`config.mk`:
```
export PLATFORM = sky130hd
export DESIGN_NAME = itof_issue_ctrl
export DESIGN_NICKNAME = d
export VERILOG_FILES = /design/src/rtl/itof_issue_ctrl.sv
export SDC_FILE = /design/constraint.sdc
export NUM_CORES = 1
export LEC_CHECK = 0
export ABC_CLOCK_PERIOD_IN_PS = 1700
export BUFFER_PORTS_ARGS = -buffer_cell sky130_fd_sc_hd__buf_2
export CORE_MARGIN = 5
export CORE_UTILIZATION = 35
export CTS_CLUSTER_SIZE = 20
export DETAILED_ROUTE_END_ITERATION = 7
export PLACE_DENSITY = 0.59
export SLEW_MARGIN = 10
export SYNTH_ARGS = -nofsm -noshare
export SYNTH_HDL_FRONTEND = slang
export SYNTH_SLANG_ARGS = --single-unit
```
`constraint.sdc`:
```
create_clock -name clk -period 1.7 [get_ports clk]
set_input_delay 0.255 -clock clk [delete_from_list [all_inputs] [get_ports clk]]
set_output_delay 0.255 -clock clk [all_outputs]
set_load 0.1 [all_outputs]
```
`src/rtl/itof_issue_ctrl.sv`:
```
// -----------------------------------------------------------------------------
// itof_issue_ctrl
//
// Issue/retire controller for a fixed-latency int-to-float pipeline (itof).
// Requests are forwarded straight to the pipeline. A valid/tag shift register
// tracks each operand through the NSTAGE-clock pipeline. Results are then
// captured into a small result FIFO together with their tag. Requests are
// accepted only while in-flight operands plus queued results leave room in
// the FIFO. Because of this, a result arriving from the pipeline always finds
// a free slot. The pipeline itself is never stalled.
//
// Parameters
//   NSTAGE : latency of the attached itof pipeline in clocks (>= 1)
//   TAGW   : request tag width
//   QDEPTH : result FIFO depth (power of two, >= 2)
//
// Ports
//   clk        in   single clock, rising edge
//   rstn       in   asynchronous active-low reset
//   req_valid  in   conversion request valid
//   req_ready  out  request accept (credit available)
//   req_x      in   32-bit two's-complement operand
//   req_tag    in   destination tag
//   itof_x     out  operand to the itof pipeline (combinational copy of req_x)
//   itof_y     in   IEEE-754 single result from the itof pipeline
//   res_valid  out  result available at FIFO head
//   res_ready  in   consumer accept
//   res_y      out  float result at FIFO head
//   res_tag    out  tag of res_y
// -----------------------------------------------------------------------------
module itof_issue_ctrl #(
    parameter int NSTAGE = 2,
    parameter int TAGW   = 5,
    parameter int QDEPTH = 4
) (
    input  logic            clk,
    input  logic            rstn,
    input  logic            req_valid,
    output logic            req_ready,
    input  logic [31:0]     req_x,
    input  logic [TAGW-1:0] req_tag,
    output logic [31:0]     itof_x,
    input  logic [31:0]     itof_y,
    output logic            res_valid,
    input  logic            res_ready,
    output logic [31:0]     res_y,
    output logic [TAGW-1:0] res_tag
);

    localparam int AW = $clog2(QDEPTH);              // pointer width
    localparam int CW = $clog2(QDEPTH + 1);          // occupancy 0..QDEPTH
    localparam int SW = $clog2(NSTAGE + QDEPTH + 1); // inflight + occupancy

    // Tracker: stage 1 is index 0, stage NSTAGE is index NSTAGE-1.
    logic [NSTAGE-1:0] trk_vld_q;
    logic [NSTAGE-1:0] trk_vld_d;
    logic [TAGW-1:0]   trk_tag_q [NSTAGE];
    logic [TAGW-1:0]   trk_tag_d [NSTAGE];

    // Result FIFO storage (kept in flops so it can be cleared by reset).
    logic [31:0]       mem_y_q   [QDEPTH];
    logic [TAGW-1:0]   mem_tag_q [QDEPTH];
    logic [AW-1:0]     rd_ptr_q, rd_ptr_d;
    logic [AW-1:0]     wr_ptr_q, wr_ptr_d;
    logic [CW-1:0]     count_q,  count_d;

    logic              accept;
    logic              push;
    logic              pop;
    logic [SW-1:0]     inflight;

    // The operand goes straight to the pipeline; the tracker decides later
    // whether the value coming out of it is a real result.
    assign itof_x = req_x;

    assign accept = req_valid & req_ready;
    assign push   = trk_vld_q[NSTAGE-1];
    assign pop    = res_valid & res_ready;

    // Tracker next state: a plain shift register with no stall. Stage 1
    // records whether this edge accepts, later stages copy their predecessor.
    generate
        for (genvar gi = 0; gi < NSTAGE; gi++) begin : g_trk
            if (gi == 0) begin : g_head
                assign trk_vld_d[gi] = accept;
                assign trk_tag_d[gi] = req_tag;
            end else begin : g_body
                assign trk_vld_d[gi] = trk_vld_q[gi-1];
                assign trk_tag_d[gi] = trk_tag_q[gi-1];
            end
        end
    endgenerate

    // Number of operands currently inside the itof pipeline.
    always_comb begin
        inflight = '0;
        for (int i = 0; i < NSTAGE; i++) begin
            inflight = inflight + SW'(trk_vld_q[i]);
        end
    end

    // Credit check uses registered state only. A pop in this cycle frees its
    // slot for the next cycle, never combinationally for this one.
    assign req_ready = (inflight + SW'(count_q)) < SW'(QDEPTH);

    // Pointer and occupancy update. Pointers are AW bits wide, so they wrap
    // modulo QDEPTH on their own.
    always_comb begin
        rd_ptr_d = rd_ptr_q;
        wr_ptr_d = wr_ptr_q;
        count_d  = count_q;
        if (push) begin
            wr_ptr_d = wr_ptr_q + 1'b1;
        end
        if (pop) begin
            rd_ptr_d = rd_ptr_q + 1'b1;
        end
        unique case ({push, pop})
            2'b10:   count_d = count_q + CW'(1);
            2'b01:   count_d = count_q - CW'(1);
            default: count_d = count_q;
        endcase
    end

    always_ff @(posedge clk or negedge rstn) begin
        if (!rstn) begin
            trk_vld_q <= '0;
            for (int i = 0; i < NSTAGE; i++) begin
                trk_tag_q[i] <= '0;
            end
            for (int i = 0; i < QDEPTH; i++) begin
                mem_y_q[i]   <= '0;
                mem_tag_q[i] <= '0;
            end
            rd_ptr_q <= '0;
            wr_ptr_q <= '0;
            count_q  <= '0;
        end else begin
            trk_vld_q <= trk_vld_d;
            for (int i = 0; i < NSTAGE; i++) begin
                trk_tag_q[i] <= trk_tag_d[i];
            end
            // The credit rule guarantees a free slot whenever push is set.
            if (push) begin
                mem_y_q[wr_ptr_q]   <= itof_y;
                mem_tag_q[wr_ptr_q] <= trk_tag_q[NSTAGE-1];
            end
            rd_ptr_q <= rd_ptr_d;
            wr_ptr_q <= wr_ptr_d;
            count_q  <= count_d;
        end
    end

    // Outputs come from registers only. There is no path from itof_y to res_y.
    assign res_valid = (count_q != '0);
    assign res_y     = mem_y_q[rd_ptr_q];
    assign res_tag   = mem_tag_q[rd_ptr_q];

endmodule

```
==> results of run 1 <==
[cell usage in the layout, fill, tap and decap left out, types with 5 or more instances in the layout]
| master | count |
|---|---|
| dfrtp_1 | 165 |
| buf_12 | 8 |
| buf_4 | 8 |
| buf_2 | 39 |
| mux2_1 | 10 |
| clkbuf_16 | 17 |
| mux4_2 | 37 |
| buf_6 | 37 |
| mux2_2 | 138 |
| inv_1 | 5 |
| dlygate4sd3_1 | 6 |
[sequential cells by signal, summed over array words and instances (netlist names)]
| signal | cells |
|---|---|
| trk_vld_q | 2 |
| mem_tag_q | 20 |
| trk_tag_d | 5 |
| wr_ptr_q | 2 |
| trk_tag_q | 5 |
| rd_ptr_q | 2 |
| count_q | 3 |
| mem_y_q | 128 |
[worst register-to-register path: stages, from the launching register on]
cell     delay (ns)
dfrtp_1        0.42
buf_6          0.14
o31a_1         0.27
ha_2           0.21
buf_4          0.13
buf_4          0.12
xor2_1         0.15
nor2_1         0.13
xor2_1         0.15
[final cells by class]
cell class / count / area share
clock buffers: 18 / 0.04923
clock inverters: 13 / 0.01613
inverters: 6 / 0.002525
multi-input cells: 215 / 0.3198
flip-flops and latches: 167 / 0.4687
well taps: 275 / 0.03857
repair buffers: 101 / 0.1050
[metal layers]
| layer | part of all wire | vias up |
|---|---|---|
| met2 | 0.50 | 93 |
| li1 | - | 1709 |
| met5 | 0.0014 | - |
| met4 | 0.0085 | 4 |
| met3 | 0.061 | 20 |
| met1 | 0.43 | 2080 |
[repair_timing]
action / in CTS / in global routing
buffers inserted: 1 / 4
pin swaps: 1 / 7
hold buffers: 6 / 0
hold endpoints to repair: 47 / 0
endpoints found under the setup margin: 40 / 41
resized for setup: 81 / 6
[per-stage QoR]
stage	worst slack, ns	hold WS, ns
3_3_place_gp	-0.05740	0.2193
2_1_floorplan	-0.09454	-0.04059
4_1_cts	-0.4239	0.02333
6_report	-0.3779	0.04759
5_1_grt	-0.4683	0.03144
3_5_place_dp	-0.04961	0.2287
[cells in the mapped netlist, drive strengths merged (2+ instances only)]
| library cell | number | area, um2 |
|---|---|---|
| xor2 | 4 | 35.03 |
| dfrtp | 167 | 4179 |
| xnor2 | 2 | 17.52 |
| inv | 6 | 22.52 |
| nand2 | 7 | 91.34 |
| mux4 | 37 | 833.3 |
| buf | 52 | 439.2 |
| mux2 | 148 | 1667 |
| ha | 6 | 75.07 |
[worst min-delay path by stage]
| stage | startpoint | end | slack (ns) |
|---|---|---|---|
| floorplan | rstn | count_q[0]$_DFFE_PN0P_ | -0.04 |
| global placement | rstn | mem_tag_q[15]$_DFFE_PN0P_ | 0.22 |
| detailed placement | rstn | mem_tag_q[15]$_DFFE_PN0P_ | 0.23 |
| CTS | req_valid | trk_vld_q[0]$_DFF_PN0_ | 0.02 |
| global route | req_valid | trk_vld_q[0]$_DFF_PN0_ | 0.03 |
| finish | req_valid | trk_vld_q[0]$_DFF_PN0_ | 0.05 |
[cell families after synthesis]
logic type	count (synthesis)	share of synthesized area
AND/OR/NAND/NOR	12	0.01595
XOR/XNOR	6	0.007053
AO/OA/AOI/OAI	4	0.004030
multiplexers	186	0.3369
flip-flops	167	0.5609
buffers and inverters	59	0.06247
adder cells (fa/ha/maj)	7	0.01276
==> impl_metrics.py, run 1 <==
metrics = {
    "global_routing": {
        "grt_max_degree": 46,
        "grt_pass1_vias": 4544,
        "overflow": 0,
        "grt_pass1_wl_um": 25010,
        "antenna_found_initial": 2,
        "grt_use_total": 0.1331,
        "globalRouteMet3Util": 0.05492,
        "busiest_layer": "met2",
        "grtUsageMet2": 0.2172,
        "use_met1": 0.1658,
    },
    "yosys": {
        "syn_area_um2": 7451,
        "syn_inst": 441,
        "synth_seq_area_share": 0.5609,
        "synth_flop_cell": "dfrtp_1",
        "synth.distinct_cells": 25,
        "synth-seq-cells": 167,
        "synthArstFlopShare": 1.000,
        "ys_warn_count": 0,
        "synth_edf_count": 0,
        "synth_nets": 521,
        "syn_area_per_cell_um2": 16.90,
    },
    "finish": {
        "antenna_cells": 0,
        "nets": 588,
        "fin_area_um2": 8921,
        "drive_gt1_frac": 0.6038,
        "syn2layout_area_growth_pct": 19.73,
        "final_core_util": 0.4244,
        "seq_area_um2": 4182,
        "multiInputGateArea_um2": 2853,
        "fin_cells": 795,
        "fillers": 1909,
    },
    "floorplanning": {
        "pin_count": 144,
        "die_y_um": 155.9,
        "core_um2": 21020,
        "die-area_um2": 24310,
        "fp.dieW_um": 155.9,
        "num_rows": 53,
        "initial_core_util": 0.3544,
    },
    "detailed_routing": {
        "via_count": 3906,
        "post_drt_wl_per_cell_um": 19.13,
        "routed_wl_um": 15210,
        "ant_nets": 0,
        "viasPerCell": 4.913,
        "drc": 0,
        "dr.first_iter.drc_count": 73,
        "firstDrtPassIters": 4,
    },
    "placement": {
        "dp.cells": 754,
        "placed_area_um2": 7973,
        "hpwl_um": 9429,
        "io_buffers": 79,
        "place.gp.congestion": 0.6747,
    },
    "timing": {
        "min_period_over_period": 1.222,
        "clock_skew_ns": 0.01369,
        "tightest_slew_ns": 0.4630,
        "hold_viol_final": 0,
        "slew-limit-headroom": 0.6913,
        "rsz0062_at_grt": "true",
        "tns_ns": -13.63,
        "min_period_ns": 2.078,
        "setup_viol": 41,
        "fmax_mhz": 481.3,
        "fin_ws_ns": -0.3779,
        "maxSlewViolCount": 0,
    },
    "run": {
        "maxCapViolations": 0,
    },
    "worst_setup_path": {
        "cp_max_fo": 22,
        "startpoint_type": "flop",
        "crit_end": "res_y[6]",
        "timing.rr.end": "count_q[2]$_DFFE_PN0P_",
        "reg2reg_depth": 8,
        "slowest_delay_ns": 0.55,
        "crit_buf_inv": 2,
        "slowest_stage": "mux4_2",
        "crit_chain": "buf_12 -> mux4_2 -> buf_6",
        "path_depth": 3,
        "timing.rr.start": "count_q[0]$_DFFE_PN0P_",
        "critPathKind": "flop to primary output",
        "worstSetupEndpointType": "primary output",
        "arrival_ns": 1.82,
        "crit_path_start": "rd_ptr_q[0]$_DFFE_PN0P_",
        "required_ns": 1.44,
        "reg2reg_slack_ns": -0.10,
        "crit_family": "multiplexers",
    },
    "cts": {
        "clk_latency_ns": 0.42,
        "clk_pin_slew_worst_paths_ns": 0.07,
        "clockBufferDepth": 2,
        "cts_buffers": 17,
        "root_buffer": "clkbuf_16",
        "cts_tree": "built",
        "clock_sink_count": 167,
        "h-tree-depth": 4,
    },
    "run_status": {
        "violations": "setup timing",
        "status": "finished, violations left",
    },
    "worst_hold_path": {
        "holdPathStages": 2,
        "hold_class": "input pin to flop",
    },
}
Power of run 1 is not shown: default switching activity piles up to over one toggle a cycle in this logic, so the estimate is an artifact.
==> inputs of run 2 (changes only) <==
--- a/config.mk
+++ b/config.mk
@@ -11,7 +11,7 @@
 export CORE_UTILIZATION = 35
 export CTS_CLUSTER_SIZE = 20
 export DETAILED_ROUTE_END_ITERATION = 7
-export PLACE_DENSITY = 0.59
+export PLACE_DENSITY = 0.55
 export SLEW_MARGIN = 10
 export SYNTH_ARGS = -nofsm -noshare
 export SYNTH_HDL_FRONTEND = slang
==> run 2 against run 1 <==
  * The run still ends with setup timing left
  * Sequential share of layout area shrank 0.50 points
  * Global-route usage is 0.51 points higher
  * Via count is 1.2% higher
  * Clock skew is 0.0038 ns lower
  * Clock-buffer cell count did not move
  * Cell count increased by 0.88%
  * Worst setup slack got worse by 0.0048 ns
  * Flip-flop and latch count stayed put
  * Die area did not move
  * Critical path depth is the same
  * Utilization up 0.46 points
  * Largest cell class unchanged
==> impl_metrics.py, run 2 (same netlist as run 1, synthesis figures left out) <==
metrics = {
    "worst_setup_path": {
        "critPathKind": "flop to primary output",
        "crit_family": "multiplexers",
        "arrival_ns": 1.83,
        "timing.rr.start": "count_q[0]$_DFFE_PN0P_",
        "startpoint_type": "flop",
        "crit_buf_inv": 2,
        "critical_path.most_common_cell": "buf_12",
        "slowest_stage": "mux4_2",
        "required_ns": 1.44,
        "worstSetupEndpointType": "primary output",
        "slowest_delay_ns": 0.58,
        "cp_max_fo": 17,
        "crit_path_start": "rd_ptr_q[0]$_DFFE_PN0P_",
        "crit_chain": "buf_12 -> mux4_2 -> buf_12",
    },
    "detailed_routing": {
        "drc": 0,
        "ant_nets": 0,
        "routed_wl_um": 15560,
        "firstDrtPassIters": 3,
        "viasPerCell": 4.930,
        "post_drt_wl_per_cell_um": 19.40,
        "dr.first_iter.drc_count": 101,
        "via_count": 3954,
    },
    "finish": {
        "layout_commonest_cell": "dfrtp_1",
        "top_regs": "mem_y_q (128), mem_tag_q (20)",
        "max_flop_register": "mem_y_q",
        "largest_reg_flops": 128,
        "final_cell_mix": "dfrtp_1, mux2_2, buf_6",
        "syn2layout_area_growth_pct": 21.02,
        "drive_gt1_frac": 0.6084,
        "nets": 593,
        "final_core_util": 0.4290,
    },
    "global_routing": {
        "globalRouteMet3Util": 0.05021,
        "overflow": 0,
        "busiest_layer": "met2",
        "grtUsageMet2": 0.2277,
        "grt_pass1_wl_um": 26080,
        "use_met1": 0.1715,
        "antenna_found_initial": 3,
        "grt_pass1_vias": 4689,
        "grt_use_total": 0.1382,
        "grt_max_degree": 46,
    },
    "cts": {
        "clk_pin_slew_worst_paths_ns": 0.07,
        "clock_sink_count": 167,
        "cts_tree": "built",
        "clockBufferDepth": 2,
        "cts_buffers": 17,
        "clk_latency_ns": 0.42,
        "h-tree-depth": 4,
        "root_buffer": "clkbuf_16",
    },
    "timing": {
        "fmax_mhz": 480.2,
        "setup_viol": 41,
        "tightest_slew_ns": 0.4281,
        "min_period_ns": 2.083,
        "fin_hold_ws_ns": 0.03766,
        "hold_viol_final": 0,
        "clock_skew_ns": 0.009881,
        "slew-limit-headroom": 0.7146,
        "rsz0062_at_grt": "true",
        "maxSlewViolCount": 0,
        "fin_ws_ns": -0.3827,
        "min_period_over_period": 1.225,
        "tns_ns": -13.09,
    },
    "worst_hold_path": {
        "hold_class": "input pin to flop",
        "hp-start": "req_valid",
    },
    "floorplanning": {
        "die_y_um": 155.9,
        "num_rows": 53,
        "die-area_um2": 24310,
        "initial_core_util": 0.3544,
        "pin_count": 144,
        "core_um2": 21020,
        "fp.dieW_um": 155.9,
    },
    "placement": {
        "place.gp.congestion": 0.6889,
        "hpwl_um": 9537,
        "io_buffers": 79,
    },
    "run_status": {
        "status": "finished, violations left",
        "violations": "setup timing",
    },
    "run": {
        "maxCapViolations": 0,
    },
}
[run 2: worst register-to-register path: cells and delay by family, from the launching register on]
| family | cells | cell delay (ns) |
|---|---|---|
| and+or+nand+nor | 1 | 0.13 |
| buffers and inverters | 3 | 0.39 |
| AOI/OAI and AO/OA | 1 | 0.25 |
| DFF | 1 | 0.43 |
| xor gates and xnor gates | 2 | 0.30 |
| adders and majority gates | 1 | 0.21 |
[run 2: per-layer routing]
metal	routed length, um	part of all wire
met1	6413	0.41
met2	7883	0.51
met3	978	0.063
met4	265	0.017
met5	21	0.0013
[run 2: worst paths after layout]
path	endpoint	slack [ns]	depth (start not counted)
setup / recovery	res_y[31]	-0.38	3
hold / removal	trk_vld_q[0]$_DFF_PN0_	0.04	2
setup reg to reg	count_q[2]$_DFFE_PN0P_	-0.07	8
hold reg to reg	trk_tag_q[1]$_DFF_PN0_	0.35	0
max in group asynchronous	mem_y_q[97]$_DFFE_PN0P_	0.77	3
min in group asynchronous	mem_y_q[25]$_DFFE_PN0P_	0.35	2
[run 2: cell type report]
| cell class | count | area (um2) |
|---|---|---|
| sequential | 167 | 4182 |
| timing repair buffer | 106 | 1013 |
| fill | 1855 | 12000 |
| antenna | 1 | 2.502 |
| multi-input combinational | 215 | 2853 |
| clock inverter | 14 | 161.4 |
| clock buffer | 18 | 439.2 |
| tap | 275 | 344.1 |
| inverter | 6 | 22.52 |
[run 2: timing repair]
action,in CTS,in global routing
setup buffers,5,1
pin swaps,4,5
cloned,1,0
hold endpoints to repair,39,0
hold buffers,6,0
setup endpoints to repair,40,42
gates resized for setup,86,9
[run 2: per-stage QoR]
step / cell area, um2 / setup WS [ns] / std cells
2_1_floorplan: 7491 / -0.09454 / 441
3_3_place_gp: 8035 / -0.05274 / 759
3_5_place_dp: 8035 / -0.06550 / 759
4_1_cts: 9032 / -0.4482 / 803
5_1_grt: 9017 / -0.4635 / 802
6_report: 9017 / -0.3827 / 802
Power of run 2 is left out for the same reason.
